`src/rtl/sram_req_bridge.sv`:
```
// Valid/ready request stream to single-port SRAM pins, with in-order responses via a
// credit-guarded response FIFO. Optional counters: define SRAM_REQ_BRIDGE_STATS_EN.
module sram_req_bridge #(
    parameter int ADDR_WIDTH = 13,
    parameter int DATA_WIDTH = 32,
    parameter int RD_LATENCY = 1,
    parameter int RSP_DEPTH  = 4
) (
    input  logic                    clk_i,
    input  logic                    rst_ni,
    // Handshake: a transfer happens on a rising edge where valid and ready are both 1;
    // a producer holds valid and payload until that edge, ready never depends on valid.
    input  logic                    req_valid_i,
    output logic                    req_ready_o,
    input  logic                    req_we_i,
    input  logic [31:0]             req_addr_i,
    input  logic [DATA_WIDTH-1:0]   req_wdata_i,
    input  logic [DATA_WIDTH/8-1:0] req_be_i,
    output logic                    rsp_valid_o,
    input  logic                    rsp_ready_i,
    output logic [DATA_WIDTH-1:0]   rsp_rdata_o,
    output logic                    rsp_err_o,
    output logic                    sram_csb_o,
    output logic                    sram_web_o,
    output logic [DATA_WIDTH/8-1:0] sram_wmask_o,
    output logic [ADDR_WIDTH-1:0]   sram_addr_o,
    output logic [DATA_WIDTH-1:0]   sram_wdata_o,
`ifdef SRAM_REQ_BRIDGE_STATS_EN
    output logic [31:0]             stat_rd_o,
    output logic [31:0]             stat_wr_o,
    output logic [15:0]             stat_err_o,
`endif
    input  logic [DATA_WIDTH-1:0]   sram_rdata_i
);

    localparam int PIPE_N = RD_LATENCY + 1;
    localparam int PTR_W  = $clog2(RSP_DEPTH);
    localparam int CNT_W  = PTR_W + 1;
    localparam int SUM_W  = CNT_W + 1;

    logic [ADDR_WIDTH-1:0] req_word;
    logic [31:0]           addr_hi;
    logic                  req_err;
    logic                  req_fire;
    logic                  issue;

    assign req_word = req_addr_i[ADDR_WIDTH+1:2];
    assign addr_hi  = req_addr_i >> (ADDR_WIDTH + 2);
    assign req_err  = (req_addr_i[1:0] != 2'b00) || (addr_hi != 32'd0);
    assign req_fire = req_valid_i && req_ready_o;
    assign issue    = req_fire && !req_err;

    // SRAM pins are registered: a request accepted in cycle t is on the pins in t+1.
    always_ff @(posedge clk_i or negedge rst_ni) begin
        if (!rst_ni) begin
            sram_csb_o   <= 1'b1;
            sram_web_o   <= 1'b1;
            sram_wmask_o <= '0;
            sram_addr_o  <= '0;
            sram_wdata_o <= '0;
        end else if (issue) begin
            sram_csb_o   <= 1'b0;
            sram_web_o   <= ~req_we_i;
            sram_wmask_o <= req_we_i ? req_be_i : '0;
            sram_addr_o  <= req_word;
            sram_wdata_o <= req_wdata_i;
        end else begin
            sram_csb_o   <= 1'b1;
            sram_web_o   <= 1'b1;
            sram_wmask_o <= '0;
        end
    end

    // Every accepted request, including errors, rides the pipe so responses stay ordered.
    logic [PIPE_N-1:0] pipe_v;
    logic [PIPE_N-1:0] pipe_we;
    logic [PIPE_N-1:0] pipe_err;

    always_ff @(posedge clk_i or negedge rst_ni) begin
        if (!rst_ni) begin
            pipe_v   <= '0;
            pipe_we  <= '0;
            pipe_err <= '0;
        end else begin
            pipe_v   <= {pipe_v[PIPE_N-2:0], req_fire};
            pipe_we  <= {pipe_we[PIPE_N-2:0], req_we_i};
            pipe_err <= {pipe_err[PIPE_N-2:0], req_err};
        end
    end

    logic [CNT_W-1:0] inflight_cnt;

    always_comb begin
        inflight_cnt = '0;
        for (int i = 0; i < PIPE_N; i++) begin
            inflight_cnt = inflight_cnt + CNT_W'(pipe_v[i]);
        end
    end

    logic                  push;
    logic                  pop;
    logic [DATA_WIDTH-1:0] push_data;
    logic [DATA_WIDTH:0]   fifo_mem [RSP_DEPTH];
    logic [PTR_W-1:0]      wr_ptr;
    logic [PTR_W-1:0]      rd_ptr;
    logic [CNT_W-1:0]      fifo_cnt;

    assign push      = pipe_v[PIPE_N-1];
    assign push_data = (!pipe_we[PIPE_N-1] && !pipe_err[PIPE_N-1]) ? sram_rdata_i : '0;
    assign pop       = rsp_valid_o && rsp_ready_i;

    // Credits: a request is taken only if a FIFO slot is already reserved for its response.
    assign req_ready_o = rst_ni &&
        (({1'b0, inflight_cnt} + {1'b0, fifo_cnt}) < SUM_W'(RSP_DEPTH));

    always_ff @(posedge clk_i) begin
        if (push) begin
            fifo_mem[wr_ptr] <= {pipe_err[PIPE_N-1], push_data};
        end
    end

    always_ff @(posedge clk_i or negedge rst_ni) begin
        if (!rst_ni) begin
            wr_ptr   <= '0;
            rd_ptr   <= '0;
            fifo_cnt <= '0;
        end else begin
            if (push) begin
                wr_ptr <= wr_ptr + PTR_W'(1);
            end
            if (pop) begin
                rd_ptr <= rd_ptr + PTR_W'(1);
            end
            case ({push, pop})
                2'b10:   fifo_cnt <= fifo_cnt + CNT_W'(1);
                2'b01:   fifo_cnt <= fifo_cnt - CNT_W'(1);
                default: fifo_cnt <= fifo_cnt;
            endcase
        end
    end

    assign rsp_valid_o = (fifo_cnt != '0);
    assign rsp_rdata_o = fifo_mem[rd_ptr][DATA_WIDTH-1:0];
    assign rsp_err_o   = fifo_mem[rd_ptr][DATA_WIDTH];

    a_no_overflow: assert property (@(posedge clk_i) disable iff (!rst_ni)
        !(push && (fifo_cnt == CNT_W'(RSP_DEPTH))));

`ifdef SRAM_REQ_BRIDGE_STATS_EN
    // Errors are counted only as errors, never as reads or writes.
    always_ff @(posedge clk_i or negedge rst_ni) begin
        if (!rst_ni) begin
            stat_rd_o  <= '0;
            stat_wr_o  <= '0;
            stat_err_o <= '0;
        end else if (req_fire) begin
            if (req_err) begin
                if (stat_err_o != '1) stat_err_o <= stat_err_o + 16'd1;
            end else if (req_we_i) begin
                if (stat_wr_o != '1) stat_wr_o <= stat_wr_o + 32'd1;
            end else begin
                if (stat_rd_o != '1) stat_rd_o <= stat_rd_o + 32'd1;
            end
        end
    end
`endif

endmodule

```
`config.mk`:
```
export PLATFORM = sky130hd
export DESIGN_NAME = sram_req_bridge
export DESIGN_NICKNAME = d
export VERILOG_FILES = /design/src/rtl/sram_req_bridge.sv
export SDC_FILE = /design/constraint.sdc
export NUM_CORES = 1
export LEC_CHECK = 0
export CAP_MARGIN = 25
export CORE_ASPECT_RATIO = 0.9
export CORE_UTILIZATION = 53
export CTS_CLUSTER_SIZE = 40
export DETAILED_ROUTE_END_ITERATION = 16
export HOLD_SLACK_MARGIN = 0.15
export PLACE_DENSITY_LB_ADDON = 0.15
export SLEW_MARGIN = 20
export SYNTH_ARGS = -nofsm -noshare
export SYNTH_HDL_FRONTEND = slang
export SYNTH_SLANG_ARGS = --single-unit
```
`constraint.sdc`:
```
create_clock -name clk_i -period 2.85 [get_ports clk_i]
set_input_delay 0.4275 -clock clk_i [delete_from_list [all_inputs] [get_ports clk_i]]
set_output_delay 0.4275 -clock clk_i [all_outputs]
set_load 0.03 [all_outputs]
```
==> impl_results.md <==
- Core Box Area: 14100 um^2
- Primary FF master, synth: edfxtp_1
- Cells along the critical path: buf_4, mux4_2, clkdlybuf4s50_1
- Status: completed
- Synth cell types: 28
- Slowest cell on the critical path: clkdlybuf4s50_1
- Sequential element share of the synthesized area: 72.3%
- Fmax: between 300 and 400 MHz
- Critical path fanouts, max: 14
- Worst path required time: 2.42 ns
- Share of the synthesized area in the top cell type: 51.4%
- Power, Total: 7900 uW
- Final core occ: 73.5%
- Number of synthesized register bits: 196
- Yosys warnings: 0
- Post-synth top cells: edfxtp_1, dfrtp_1, mux2_4
- Synthesized cell area: 7700 um^2
- Vias in the first global route: approximately 4.2k
- Sw Share: 28.7%
- GR Overflow Total: 0
- Power per Cell Area: 762 nW/um^2
- HP Class: in -> async
- Via density per instance: 5.11
- Unrepaired setup endpoints after global routing: no
- Crit path buffers/inverters: 2
- Cell with the most instances after synthesis: edfxtp_1
- Layout cells sized above 1: 21.4%
- Clock share of power: 28.3%
- Synth Area in XOR/XNOR: 0.682%
- CTS H-tree lvls: 4
- DRT Wirelength: 14900 um
- PortBufs: 190
- Final antenna-violating net count: 0
- Crit-path max cell delay: 0.64 ns
- TritonRoute pass-1 iters: 4
- Power Internal: between 5000 and 6000 uW
- Routed via count: roughly 4.0k
- Final Max Slew Viols: 0
- # diodes: 0
- FF/Latch Area: 5570 um^2
- Placed cells: 755
- Pleak: roughly 0.004 uW
- Final min period: 2.71 ns
- CTS Buf Count: 17
- IO Pins: 191
- Setup Slack @ Placement: between 0.3 and 0.4 ns
- Top post-synthesis cells by area: edfxtp_1, dfrtp_1, mux4_2
- Hold_buf cts: 0
- Fill count: 852
- CTS max path bufs: 2
- Starting DRT DRC Count: roughly 170
- Slew HR: between 40 and 50%
- Area Growth Syn to Fin: 34.6%
- Final layout net count: 693
- Die H: 116 um
- Total Routing Usage GR: 21.3%
- Complex-gate fraction of the synthesized area: 0.438%
- Cell family with most CP delay: buffers and inverters
- Clock latency on the worst-skew pair: between 0.4 and 0.5 ns
- CTS tree: yes
- Setup_tns: 0 ns
- Area of the multi-input gates: 1960 um^2
- Final worst path period share: 95.2%
- DRC Markers: 0
- Final Instance Count excl. Fillers: 786
- Post-synth top area cell: edfxtp_1
- Per-cell routed wire length: 18.9 um
- Clk root buf: clkbuf_16
- Clock Skews: 0.00895 ns
- Die X-Extent: 129 um
- CP Capture Type: output port
- Die area: 15000 um^2
- Slack of the critical path: 0.135 ns
- Syn Area/Cell: 20.4 um^2
- Largest net degree at the start of global routing: between 60 and 70
- Post-CTS sizing: 0
- Simple-gate share of the synthesized area: 4.77%
- Starting Density: 54.6%
- Worst Path Arrival: roughly 2.3 ns
- Post-DP HPWL: 10200 um
- Async SR Flop Fraction: roughly a third
- Post-synthesis mux area share: between 15 and 20%
- Postcts setup bufs: 0
- Worst-margin pin slew: 0.787 ns
- Final setup fails: 0
- Synth Net Count: 489
- EDFF count, synth: approximately 130
- First-pass GRT wire length: between 20000 and 25000 um
- Clock transition at path regs: 0.06 ns
- Max-cap violations: 0
- Largest family of logic cells by synthesized area: multiplexers
- Post-Synth Adder-Cell Area: under 10%
- GPL Wtd Cong: 0.713
- Register share of total power: 42.4%
- Worst setup SP type: register
- NetSw: 2270 uW
- Logic gate share of total power: just under 30%
- Critical path class: reg -> out
- Initial antenna violation count: 0
- Hold Fails Final Rpt: 0
- VDD IR max: 0.478 mV
- Clock sinks: 196
- Std cell rows: 41
- Cells after Synth: around 380
cell families after synthesis:
group | Yosys count
xor gates and xnor gates | 6
buffers and inverters | 25
DFF | 196
AOI/OAI and AO/OA | 4
adders and majority gates | 7
and+or+nand+nor | 61
muxes | 78
metal layers:
metal / up-vias / GRT usage, % / share of wire [%]
met1: 2010 / 26.5 / 41
li1: 1841 / - / -
met2: 154 / 35.5 / 51
met3: 13 / 7.05 / 6.7
met4: 0 / 7.29 / 1.2
met5: - / 0 / 0
power groups by stage:
stage	registers [uW]	clock network (uW)	logic, uW
after floorplan	3320	0	1490
after global placement	3400	0	2330
after detailed placement	3420	0	2350
after CTS	3360	2270	2360
after global routing	3380	2400	2460
final	3350	2240	2320
path summary, 6_finish.rpt:
check                             from                to  slack (ns)  cells past startpoint
max                          rd_ptr[0]   rsp_rdata_o[31]        0.14                      3
min                             rst_ni  sram_wdata_o[10]        0.21                      2
max reg2reg                fifo_cnt[0]  sram_wdata_o[22]        0.75                      6
min reg2reg                 pipe_we[0]        pipe_we[1]        0.35                      0
max in group asynchronous       rst_ni         rd_ptr[1]        2.10                      2
min in group clk_i          pipe_we[0]        pipe_we[1]        0.35                      0
area by class of cell:
type	count	area share (%)
inverters	8	0.289
well taps	193	2.33
clock buffers	21	4.25
clock inverters	10	1.06
multi-input cells	156	18.9
repair buffers	202	19.5
flip-flops and latches	196	53.7
metrics by stage:
step                hold WS [ns]  instance area, um^2
finish                     0.207                10400
global route               0.276                10400
CTS                        0.214                10400
detailed placement         0.337                 9820
global placement           0.336                 9820
floorplan                  0.132                 7700
flip-flops by register name, indices dropped and copies added (netlist names):
name and count:
fifo_cnt 3, fifo_mem 132, rd_ptr 2, wr_ptr 2, sram_wdata_o 32, sram_wmask_o 4, pipe_err 2, sram_addr_o 13
sram_csb_o 1, sram_web_o 1, pipe_we 2, pipe_v 2
cells in the final DEF, fill, tap and decap left out, drive strengths merged:
cell / n
a21o: 1
a21oi: 1
and2: 38
and3: 4
and4: 3
buf: 13
bufinv: 2
clkbuf: 21
clkdlybuf4s50: 189
clkinv: 6
clkinvlp: 2
dfrtp: 62
dfstp: 2
edfxtp: 132
fa: 1
ha: 6
inv: 8
mux2: 45
mux4: 33
nand2: 6
nand2b: 1
nor2: 3
nor3: 1
nor4: 4
o21ai: 2
or3: 1
xnor2: 2
xor2: 4
No activity file was read; power rests on OpenSTA's default activity.
